$ cat config.mk
export PLATFORM = sky130hd
export DESIGN_NAME = wallace_tree_mult_core
export DESIGN_NICKNAME = d
export VERILOG_FILES = /design/src/rtl/wallace_tree_mult_core.sv
export SDC_FILE = /design/constraint.sdc
export NUM_CORES = 1
export LEC_CHECK = 0
export ABC_AREA = 1
export CORE_MARGIN = 3
export CORE_UTILIZATION = 34
export DETAILED_ROUTE_END_ITERATION = 8
export PLACE_DENSITY = 0.63
export REMOVE_ABC_BUFFERS = 1
export SLEW_MARGIN = 20
export SYNTH_ARGS = -nofsm -noshare
export SYNTH_HDL_FRONTEND = slang
export SYNTH_SLANG_ARGS = --single-unit
$ cat constraint.sdc
create_clock -name clk -period 2.3 [get_ports clk]
set_clock_uncertainty 0.1 [all_clocks]
set_input_delay 0.69 -clock clk [delete_from_list [all_inputs] [get_ports clk]]
set_output_delay 0.69 -clock clk [all_outputs]
set_load 0.005 [all_outputs]
$ cat src/rtl/wallace_tree_mult_core.sv
// 6x6 unsigned multiplier core: Wallace-tree reduction of the partial
// products to two rows (registered as R1/R2), then a carry-propagate add
// into P one cycle later. A two-deep valid pipeline tracks the data.
module wallace_tree_mult_core (
   input  logic        clk,
   input  logic        rst_n,
   input  logic        in_valid,
   input  logic [5:0]  A,
   input  logic [5:0]  B,
   output logic [11:0] R1,
   output logic [11:0] R2,
   output logic [11:0] P,
   output logic        out_valid
);

   // Row-wise 3:2 compressor: one full adder per column. Columns holding
   // only two live bits degenerate to half adders. The carry out of column 11
   // is dropped: every row is non-negative and the rows sum to at most 3969,
   // so no row can ever hold a bit at weight 2^12.
   function automatic logic [23:0] csa(input logic [11:0] x,
                                       input logic [11:0] y,
                                       input logic [11:0] z);
      logic [11:0] s;
      logic [11:0] c;
      s = '0;
      c = '0;
      for (int k = 0; k < 12; k++) begin
         s[k] = x[k] ^ y[k] ^ z[k];
      end
      for (int k = 0; k < 11; k++) begin
         c[k+1] = (x[k] & y[k]) | (x[k] & z[k]) | (y[k] & z[k]);
      end
      return {c, s};
   endfunction

   logic [11:0] pp_row [6];
   logic [11:0] s1_row [4];
   logic [11:0] s2_row [3];
   logic [11:0] s3_sum;
   logic [11:0] s3_carry;
   logic        v1;

   // Partial-product rows: row i is A gated by B[i], aligned at weight 2^i.
   always_comb begin
      for (int i = 0; i < 6; i++) begin
         pp_row[i] = {6'b0, A & {6{B[i]}}} << i;
      end
   end

   // Wallace stages 6->4->3->2: rows grouped in threes, leftovers pass through.
   always_comb begin
      logic [23:0] t0;
      logic [23:0] t1;
      logic [23:0] t2;
      logic [23:0] t3;
      t0 = csa(pp_row[0], pp_row[1], pp_row[2]);
      t1 = csa(pp_row[3], pp_row[4], pp_row[5]);
      s1_row[0] = t0[11:0];
      s1_row[1] = t0[23:12];
      s1_row[2] = t1[11:0];
      s1_row[3] = t1[23:12];
      t2 = csa(s1_row[0], s1_row[1], s1_row[2]);
      s2_row[0] = t2[11:0];
      s2_row[1] = t2[23:12];
      s2_row[2] = s1_row[3];
      t3 = csa(s2_row[0], s2_row[1], s2_row[2]);
      s3_sum   = t3[11:0];
      s3_carry = t3[23:12];
   end

   // Stage 1: capture the two reduced rows and the input valid.
   always_ff @(posedge clk or negedge rst_n) begin
      if (!rst_n) begin
         R1 <= '0;
         R2 <= '0;
         v1 <= 1'b0;
      end else begin
         R1 <= s3_sum;
         R2 <= s3_carry;
         v1 <= in_valid;
      end
   end

   // Stage 2: final carry-propagate add; the carry out of bit 11 is always 0.
   always_ff @(posedge clk or negedge rst_n) begin
      if (!rst_n) begin
         P         <= '0;
         out_valid <= 1'b0;
      end else begin
         P         <= R1 + R2;
         out_valid <= v1;
      end
   end

endmodule

# Word-level counts from Yosys, hierarchy flattened
# Index checks and enable logic that the tools add are counted.
# totals
word_cells,149
out_inout_bits,37
regBits,33
# classes
bitwise_logic,143
n_addsub,1
# ops
operator,count
$and A1 B1 Y1,60
$xor A1 B1 Y1,43
$and A6 B6 Y6,6
$or A1 B1 Y1,34
$add A11 B12 Y12,1

# Logic depth before layout (Yosys ltp)
# Gate-level depths: netlist of run 1.
# depth
word_depth,10
mapped_depth,8
depth_no_buf,8

# Least setup slack after synthesis of run 1
# OpenSTA, ideal clock, no wires.
# synth_path
kind,input -> register
startpoint,input port A[5]
endpoint,register R1[5]
t_arrival_ns,2.282
n_path_buf,0
required_time_ns,2.064
path_stages,5
slack_ns,-0.218
path_cell_list,nand2_1 -> fa_1 -> fa_1 -> inv_1 -> fa_1
# synth_via
elab_chain_len,7
# synth_rtl
element,line,rtl
start: declaration,8,"input logic [5:0] A,"
$and A6 B6 Y6,46,"pp_row[i] = {6'b0, A & {6{B[i]}}} << i;"
$xor A1 B1 Y1 (6 in a row),28,s[k] = x[k] ^ y[k] ^ z[k];
net s3_sum[5],39,logic [11:0] s3_sum;
end signal: assignment,78,R1 <= s3_sum;
end: declaration,10,"output logic [11:0] R1,"
# The timed path passes the listed nets, and every way through them passes these cells.

# Worst setup path in the final report of run 1
# layout_path
startpoint,input port B[0]
endpoint,register R1[5]
# layout_via
elab_chain_len,9
elab_cells_between_ends,22
# layout_rtl
element,line,rtl
start: declaration,9,"input logic [5:0] B,"
$and A6 B6 Y6 (*),46,
$and A1 B1 Y1,31,c[k+1] = (x[k] & y[k]) | (x[k] & z[k]) | (y[k] & z[k]);
$or A1 B1 Y1 (2 in a row),31,
$and A1 B1 Y1,31,
$or A1 B1 Y1 (2 in a row),31,
$xor A1 B1 Y1 (*) (2 in a row),28,
net s3_sum[5],39,
# Mark *: on every way through the listed nets, which the timed path passes. The rest lies on a longest branch.

==> results of run 1 <==
==> power by group through the flow <==
stage	clock network, W	logic, W	registers [W]
2_1_floorplan	0	0.000316	0.000808
3_3_place_gp	0	0.000728	0.000797
5_1_grt	0.000432	0.000878	0.000803
3_5_place_dp	0	0.000748	0.000797
6_report	0.000389	0.000773	0.000783
4_1_cts	0.000409	0.000762	0.000786
==> worst paths after layout <==
path / to / depth (start not counted) / startpoint
setup / recovery: R1[5] / 7 / B[0]
max in group asynchronous: R2[11] / 2 / rst_n
setup reg to reg: P[10] / 8 / R1[4]
hold reg to reg: out_valid / 0 / v1
hold / removal: out_valid / 0 / v1
min in group asynchronous: out_valid / 2 / rst_n
==> layer usage <==
metal	global-route usage (%)	up-vias
li1	-	669
met1	14.9	627
met2	21.2	37
met3	3.59	5
met4	5.07	0
met5	0	-
==> per-stage QoR <==
stage,power [W],setup WS [ns],TNS [ns]
after global placement,0.00152,-0.844,-9.31
after CTS,0.00196,-0.0170,-0.0170
after global routing,0.00211,-0.0918,-0.224
after detailed placement,0.00154,-0.880,-9.47
final,0.00194,-0.0394,-0.0627
after floorplan,0.00112,-0.218,-1.07
==> what timing repair did <==
action | in CTS | in global routing
endpoints found under the setup margin | 12 | 5
endpoints found under the hold margin | 0 | 0
buffers inserted | 2 | 2
pin swaps | 12 | 10
gates resized for setup | 85 | 28
==> layout make-up <==
type	count	area (um2)
Sequential cell	33	826
Fill cell	480	2500
Clock inverter	1	5.00
Tap cell	70	87.6
Timing Repair Buffer	61	631
Inverter	37	139
Multi-Input combinational cell	113	977
Clock buffer	5	68.8
==> synth_stat cells <==
master,instances,area share (%)
a21oi_1,2,0.53
buf_4,5,2.0
conb_1,1,0.20
dfrtp_1,33,44
fa_1,18,19
ha_1,16,11
inv_1,37,7.4
nand2_1,58,12
nand3_1,4,1.1
nand3b_1,2,0.80
nor2_1,3,0.60
or2_1,1,0.33
or2_4,1,0.47
xnor2_1,2,0.93
xor2_1,1,0.47
==> flip-flops by register name, summed over array words and instances, names as in the netlist <==
signal	cells
P	12
R2	8
R1	11
v1	1
out_valid	1
==> cells by family after synthesis <==
| kind of cell | after synthesis | synth area share [%] |
|---|---|---|
| and+or+nand+nor | 69 | 14.8 |
| DFF | 33 | 43.9 |
| other | 1 | 0.199 |
| AOI/OAI and AO/OA | 2 | 0.532 |
| adders and majority gates | 34 | 29.8 |
| buffers and inverters | 42 | 9.38 |
| xor gates and xnor gates | 3 | 1.40 |
==> results.py, run 1 <==
metrics = {
    "floorplanning": {
        "core_um2": 5240,
        "start_util_pct": 35.9,
        "core.rowCount": 26,
        "die_y_um": 80.4,
        "die_area_um2": 6460,
        "io_pins": 52,
        "die_x_um": 80.4,
    },
    "worst_setup_path": {
        "path_max_fanout": 3,
        "path_cells": "buf_8, buf_4, nand2_2, fa_1, fa_1, inv_2, fa_2",
        "rrSetupSlack_ns": 0.67,
        "cp_slowest_cell": "fa_2",
        "slowest_delay_ns": 0.52,
        "start_kind": "primary input",
        "cp_data_arrival_time_ns": 2.46,
        "crit_top_cell": "fa_1",
        "path_buf_inv": 3,
        "crit_family": "adder cells",
        "cp-end-kind": "register",
        "critPathKind": "primary input to register",
        "worst_ep_required_time_ns": 2.42,
    },
    "route": {
        "avgRoutedWirePerCell_um": 10.9,
        "drc": 0,
        "wirelength_um": 3480,
        "drt_iter0_markers": 62,
        "vias": 1338,
        "drtPass1Iterations": 4,
        "wl_met2_um": 1730,
        "top_layer": "met4",
        "ant_nets": 0,
        "wl_met3_um": 235,
        "viasPerCell": 4.18,
        "drt-met1-wl_um": 1440,
    },
    "global_routing": {
        "grt_overflow_total": 0,
        "grt_util_all_layers_pct": 12.5,
        "grt_max_degree": 34,
        "grt_pass1_vias": 1411,
        "antenna_found_initial": 0,
        "grt_pass1_wl_um": 6260,
    },
    "place": {
        "dpl.cell_count": 310,
        "gp_congestion": 0.842,
        "io_buffer_count": 46,
        "placed_cell_area_um2": 2490,
        "dp.final_hpwl_um": 2880,
    },
    "logic_synthesis": {
        "synthesis.instances": 184,
        "ys_warn_count": 0,
        "synth.distinct_cells": 15,
        "ys_seq_elements": 33,
        "syn_area_um2": 1880,
        "syn_area_per_cell_um2": 10.2,
        "seq_area_frac_synth_pct": 43.9,
    },
    "sta": {
        "hold_viol": 0,
        "slew_viol_final": 0,
        "holdWs_ns": 0.254,
        "setup_slack_ns": -0.0394,
        "period_share_pct": 102,
        "max_clock_freq_mhz": 427,
        "rsz0062_at_grt": "yes",
        "fin_crit_ns": 2.34,
        "setup_violations": 2,
    },
    "power": {
        "comb_power_share_pct": 39.7,
        "ir_drop_uv": 278,
        "switching_share_pct": 29.4,
        "p_switching_w": 0.000572,
        "seq_power_share_pct": 40.3,
        "clkPwrFrac_pct": 20.0,
        "intPower_w": 0.00137,
        "power_density_nw_per_um2": 711,
        "leakagePower_nw": 1.47,
    },
    "run_status": {
        "outcome": "finished with violations",
        "violations": "negative setup slack",
    },
    "cts": {
        "hold_buffers": 0,
        "clock_path_buffers": 2,
        "htreeDepth": 2,
        "cts_root_buf": "clkbuf_8",
        "cts_made_buffers": 5,
        "cts_tree": "built",
        "clk_pin_slew_worst_paths_ns": 0.06,
        "clock_latency_ns": 0.28,
        "clock_sinks": 33,
    },
    "finish": {
        "final_area_um2": 2730,
        "layout_commonest_cell": "nand2_1",
        "stdcell_count": 320,
        "area_delta_synth_final_pct": 45.3,
        "layout_common_cells": "nand2_1, clkdlybuf4s50_1, dfrtp_1, inv_1, fa_1",
        "nNetsFinal": 300,
        "insertedDiodeCount": 0,
        "fin_util_pct": 52.2,
        "drive_gt1_share_pct": 24.0,
    },
    "hold_path": {
        "hp-class": "register to register",
    },
    "run": {
        "cap_violations": 0,
    },
}
No activity file was read; power rests on OpenSTA's default activity.
==> inputs of run 2 (changes only) <==
--- a/config.mk
+++ b/config.mk
@@ -9,6 +9,7 @@
 export CORE_MARGIN = 3
 export CORE_UTILIZATION = 34
 export DETAILED_ROUTE_END_ITERATION = 8
+export GPL_TIMING_DRIVEN = 1
 export PLACE_DENSITY = 0.63
 export REMOVE_ABC_BUFFERS = 1
 export SLEW_MARGIN = 20
==> results of run 2 <==
The final DEF is identical to that of run 1; final timing and power are the same.
==> inputs of run 3 (changes only) <==
==> constraint.sdc (replaced) <==
create_clock -name clk -period 2.3 [get_ports clk]
set_clock_uncertainty 0.1 [all_clocks]
set_input_delay 0.69 -clock clk [delete_from_list [all_inputs] [get_ports clk]]
set_output_delay 0.69 -clock clk [all_outputs]
set_load 0.01 [all_outputs]
==> results of run 3 <==
Same layout as run 1 (identical final DEF). Status: finished with violations: negative setup slack.
Among the figures that moved: total power 0.00194 W -> 0.00200 W; worst IR drop on VDD 278 uV -> 304 uV
